## config.mk

```make
export PLATFORM = sky130hd
export DESIGN_NAME = mem_port_arbiter
export DESIGN_NICKNAME = d
export VERILOG_FILES = /design/src/rtl/mem_port_arbiter.sv
export SDC_FILE = /design/constraint.sdc
export NUM_CORES = 1
export LEC_CHECK = 0
export CORE_MARGIN = 2
export CORE_UTILIZATION = 40
export CTS_CLUSTER_DIAMETER = 120
export CTS_CLUSTER_SIZE = 16
export DETAILED_ROUTE_END_ITERATION = 8
export DONT_BUFFER_PORTS = 1
export PLACE_DENSITY = 0.53
export SETUP_SLACK_MARGIN = 0.1
export SYNTH_ARGS = -nofsm -noshare
export SYNTH_HDL_FRONTEND = slang
export SYNTH_SLANG_ARGS = --single-unit
```

## constraint.sdc

```tcl
create_clock -name clk -period 15.1 [get_ports clk]
set_input_delay 3.02 -clock clk [delete_from_list [all_inputs] [get_ports clk]]
set_output_delay 3.02 -clock clk [all_outputs]
set_load 0.05 [all_outputs]
```

## src/rtl/mem_port_arbiter.sv

```systemverilog
`timescale 1ns/1ps
// mem_port_arbiter
// Shares one external memory port between instruction fetch and the data stage.
// Only one transaction is in flight at a time, and data has priority over fetch.
// A watchdog turns a non-responding memory into an abort response.
// Each access passes through a one-cycle response state, so the requester
// advances before the next arbitration.
module mem_port_arbiter #(
    parameter int unsigned TIMEOUT = 255
) (
    input  logic        clk,
    input  logic        reset,
    input  logic        IReq,
    input  logic [31:0] IAdr,
    input  logic        IFlush,
    input  logic        DReq,
    input  logic [31:0] DAdr,
    input  logic        DWE,
    input  logic [31:0] DWD,
    input  logic [3:0]  DBE,
    input  logic        MemAck,
    input  logic [31:0] MemRD,
    output logic        MemReq,
    output logic [31:0] MemAdr,
    output logic        MemWE,
    output logic [31:0] MemWD,
    output logic [3:0]  MemBE,
    output logic [31:0] InstrRd,
    output logic        IValid,
    output logic        IAbort,
    output logic [31:0] DataRd,
    output logic        DValid,
    output logic        DAbort,
    output logic        IStall,
    output logic        DStall
);

    localparam logic [1:0] S_IDLE = 2'd0;
    localparam logic [1:0] S_IACC = 2'd1;
    localparam logic [1:0] S_DACC = 2'd2;
    localparam logic [1:0] S_RESP = 2'd3;

    // Last watchdog count before the access is declared dead.
    localparam logic [15:0] WDOG_LAST = 16'(TIMEOUT - 32'd1);

    logic [1:0]  state_r;
    logic [1:0]  state_nxt_s;
    logic [15:0] wdog_r;
    logic        drop_r;
    logic        in_acc_s;
    logic        timeout_s;
    logic        done_s;
    logic        drop_now_s;
    logic        take_d_s;
    logic        take_i_s;

    // Decode of the current access: acceptance, completion, timeout and fetch drop.
    always_comb begin
        in_acc_s   = (state_r == S_IACC) || (state_r == S_DACC);
        take_d_s   = (state_r == S_IDLE) && DReq;
        take_i_s   = (state_r == S_IDLE) && !DReq && IReq && !IFlush;
        timeout_s  = in_acc_s && !MemAck && (wdog_r == WDOG_LAST);
        done_s     = in_acc_s && (MemAck || timeout_s);
        drop_now_s = (state_r == S_IACC) && (drop_r || IFlush);
    end

    // Next-state selection for the access sequencer.
    always_comb begin
        state_nxt_s = state_r;
        case (state_r)
            S_IDLE: begin
                if (take_d_s) begin
                    state_nxt_s = S_DACC;
                end else if (take_i_s) begin
                    state_nxt_s = S_IACC;
                end else begin
                    state_nxt_s = S_IDLE;
                end
            end
            S_IACC: begin
                if (done_s) begin
                    state_nxt_s = S_RESP;
                end else begin
                    state_nxt_s = S_IACC;
                end
            end
            S_DACC: begin
                if (done_s) begin
                    state_nxt_s = S_RESP;
                end else begin
                    state_nxt_s = S_DACC;
                end
            end
            S_RESP:  state_nxt_s = S_IDLE;
            default: state_nxt_s = S_IDLE;
        endcase
    end

    // Sequencer state register.
    always_ff @(posedge clk or posedge reset) begin
        if (reset) begin
            state_r <= S_IDLE;
        end else begin
            state_r <= state_nxt_s;
        end
    end

    // Watchdog: zero outside an access, counts every un-acknowledged access cycle.
    always_ff @(posedge clk or posedge reset) begin
        if (reset) begin
            wdog_r <= 16'd0;
        end else if (!in_acc_s) begin
            wdog_r <= 16'd0;
        end else if (!MemAck) begin
            wdog_r <= wdog_r + 16'd1;
        end else begin
            wdog_r <= wdog_r;
        end
    end

    // Drop bit: remembers a redirect seen while a fetch is in flight.
    always_ff @(posedge clk or posedge reset) begin
        if (reset) begin
            drop_r <= 1'b0;
        end else if (state_r == S_IDLE) begin
            drop_r <= 1'b0;
        end else if (drop_now_s) begin
            drop_r <= 1'b1;
        end else begin
            drop_r <= drop_r;
        end
    end

    // Memory request and its attributes: loaded on acceptance, frozen until the exit edge.
    always_ff @(posedge clk or posedge reset) begin
        if (reset) begin
            MemReq <= 1'b0;
            MemAdr <= 32'd0;
            MemWE  <= 1'b0;
            MemWD  <= 32'd0;
            MemBE  <= 4'd0;
        end else if (take_d_s) begin
            MemReq <= 1'b1;
            MemAdr <= DAdr;
            MemWE  <= DWE;
            MemWD  <= DWD;
            MemBE  <= DWE ? DBE : 4'hF;
        end else if (take_i_s) begin
            MemReq <= 1'b1;
            MemAdr <= IAdr;
            MemWE  <= 1'b0;
            MemBE  <= 4'hF;
        end else if (done_s) begin
            MemReq <= 1'b0;
        end else begin
            MemReq <= MemReq;
        end
    end

    // Response pulses and read-data capture; aborted accesses return zero data.
    always_ff @(posedge clk or posedge reset) begin
        if (reset) begin
            InstrRd <= 32'd0;
            IValid  <= 1'b0;
            IAbort  <= 1'b0;
            DataRd  <= 32'd0;
            DValid  <= 1'b0;
            DAbort  <= 1'b0;
        end else begin
            IValid <= 1'b0;
            IAbort <= 1'b0;
            DValid <= 1'b0;
            DAbort <= 1'b0;
            if (done_s && (state_r == S_DACC)) begin
                DValid <= 1'b1;
                DAbort <= timeout_s;
                DataRd <= timeout_s ? 32'd0 : MemRD;
            end else if (done_s && (state_r == S_IACC) && !drop_now_s) begin
                IValid  <= 1'b1;
                IAbort  <= timeout_s;
                InstrRd <= timeout_s ? 32'd0 : MemRD;
            end else begin
                DataRd  <= DataRd;
                InstrRd <= InstrRd;
            end
        end
    end

    // Stalls depend only on requests and registered valids, never on MemAck.
    assign IStall = IReq & ~IValid;
    assign DStall = DReq & ~DValid;

endmodule

```

==> metrics.cfg <==
[synthesis]
async_reset_ff_share_pct=100
synth-seq-cells=157
ys_top_cells_by_count=nand2_1 (206), dfrtp_1 (157), o21ai_0 (66)
yosysTopAreaCell=dfrtp_1
yosysSeqAreaShare_pct=53.9
netlist_area_um2=7290
synthesis.nets=928
post_synth_num_cell_types=41
yosysWarnings=0
synth_ff_type=dfrtp_1
synth_enable_flop_cells=0
syn_inst=783
synth_area_leaders=dfrtp_1 (54%), nand2_1 (11%), mux2i_1 (4.9%), o21ai_0 (4.5%), o221ai_1 (3.2%)
yosysMostFrequentCell=nand2_1
avgSynthCellArea_um2=9.31
synth_top_cell_area_share_pct=53.9

[critical_path]
max_stage_delay_ns=0.72
critPathBufInv=0
reg2reg_from=wdog_r[0]
required_ns=12.08
cp_slowest_cell=nor2b_1
crit_fanout=2
end_kind=output port
worst_setup_path_start_kind=input port
path_class=in -> out
worstPathArrival_ns=3.74
worstPathCellList=nor2b_1
cp-startpoint=IReq
ff2ff_setup_slack_ns=12.24
cp_top_family=simple AND/OR/NAND/NOR gates

[layout]
drive_above_1_share_pct=7.42
fill_cells=1693
multi_input_area_um2=2970
fin_area_um2=8040
antenna_cells=0
synthToLayoutAreaGrowth_pct=10.2
finalNetCount=900
ff_latch_area_um2=3930

[cts]
clkTransAtPathRegs_ns=0.06
cts_post_setup_buffers_inserted=0
cts-resized-gates=0
numCtsBuffers=17
clock-sinks=157
cts_root_buffer=clkbuf_16
cts_tree=done
clockBufferDepth=2
hold_buffers=0
h-tree-depth=4
clk_latency_ns=0.42

[grt]
grt.total_usage_pct=19.4
grt_antenna_before_repair=0
grt_pass1_wl_um=30100
grt.overflow.total=0
first_global_vias=5358
grt_max_degree=90

[sta]
max_slew_margin_pct=37.9
finalSetupViolations=0
fin_crit_ns=6.76
fmax_mhz=148
period_share_pct=44.8
slew_viol_final=0
tightest_slew_ns=0.929
rsz0062_at_grt=false
fin_worst_skew_ns=0.00744
finalHoldViolCount=0
setup-tns-final_ns=0
whs_ns=0.552

[route]
finalWirelength_um=18900
wl_per_cell_um=19.0
ant_nets=0
first_iter_violations=265
drc=0
vias_per_cell=5.52
vias=5505
first_pass_iters=7

[placed_design]
dp_hpwl_um=13100
numPortBuffers=0
placed_area_um2=7430
globalplace.congestion=0.853

[floorplan]
core_area_um2=17900
num_io_pins=279
start_util_pct=40.7
die_h_um=139
rows=49
die_w_um=139
die_area_um2=19300

[power]
powerDensity_nw_per_um2=245
peakVddDrop_v=0.000111
p_leak_nw=3.84

[outcome]
status=complete, no violations

[flow_run]
cap_viol_max_count=0

[worst_hold_path]
hp-start=drop_r
min_path_type=reg -> reg

[final cells by class]
cell class / count / area share, %
clock buffers: 19 / 5.64
repair buffers: 11 / 1.03
well taps: 229 / 3.56
multi-input cells: 526 / 37.0
clock inverters: 13 / 1.91
flip-flops and latches: 157 / 48.9
inverters: 42 / 2.02
[worst paths after layout]
check | cells after the start | end
setup / recovery | 1 | IStall
hold / removal | 2 | drop_r
setup reg to reg | 7 | DataRd[8]
hold reg to reg | 2 | drop_r
max in group asynchronous | 2 | InstrRd[8]
min in group asynchronous | 1 | MemWD[3]
[logic make-up after synthesis]
family                     synth area share, %
DFF                                       53.9
adders and majority gates                 1.03
buffers and inverters                     5.80
and+or+nand+nor                           20.8
AOI/OAI and AO/OA                         12.3
muxes                                     4.94
xor gates and xnor gates                  1.20
[flip-flops by register name, indices dropped and copies added, names as in the netlist]
signal	count
IAbort	1
MemWD	32
wdog_r	16
MemBE	4
drop_r	1
IValid	1
DAbort	1
InstrRd	32
MemAdr	32
DValid	1
DataRd	32
MemWE	1
MemReq	1
state_r	2
[per-layer routing]
layer / track usage, % / vias to the layer above / share of wire (%) / routed length [um]
met5: 0 / - / 0 / 0
li1: - / 2608 / - / -
met4: 5.32 / 0 / 1.1 / 200
met2: 31.3 / 199 / 49 / 9200
met1: 24.4 / 2684 / 41 / 7800
met3: 7.56 / 14 / 9.0 / 1700
[per-stage QoR]
stage	std cells	util (%)	worst slack, ns	power (mW)
floorplan	783	-	7.85	1.43
global placement	965	41.5	8.33	1.53
detailed placement	965	41.5	8.34	1.55
CTS	997	44.9	8.34	1.99
global route	997	44.9	8.33	2.09
finish	997	44.9	8.34	1.97
[power by group]
part | internal, mW | leakage, nW | total, mW | switching (mW)
combinational | 0.144 | 1.80 | 0.407 | 0.263
sequential | 0.547 | 1.75 | 1.13 | 0.582
clock | 0.256 | 0.285 | 0.436 | 0.181
[placed cells by master (no fill, tap or decap), types with 2 or more instances in the layout]
master / synthesis / routed
o221ai_2: 5 / 5
clkbuf_16: 0 / 17
clkinv_4: 0 / 3
inv_1: 42 / 41
and4_1: 3 / 2
nor3_1: 5 / 5
o21ai_0: 66 / 66
nand2b_1: 5 / 5
nor2_1: 3 / 3
mux2i_1: 36 / 36
nand3_1: 36 / 36
nor4_1: 4 / 4
a31oi_1: 4 / 4
inv_6: 0 / 4
and2_1: 14 / 12
clkinvlp_4: 0 / 4
o21a_1: 2 / 2
o221ai_1: 27 / 27
dfrtp_1: 157 / 157
a21oi_1: 35 / 35
ha_1: 6 / 5
o41a_1: 2 / 2
nor2b_1: 3 / 3
buf_4: 2 / 11
clkbuf_8: 0 / 2
and3_1: 35 / 35
nand4_1: 7 / 7
bufinv_16: 0 / 2
nand2_1: 206 / 205
xnor2_1: 10 / 10
and2_2: 0 / 2
(Power assumes the default switching activity.)
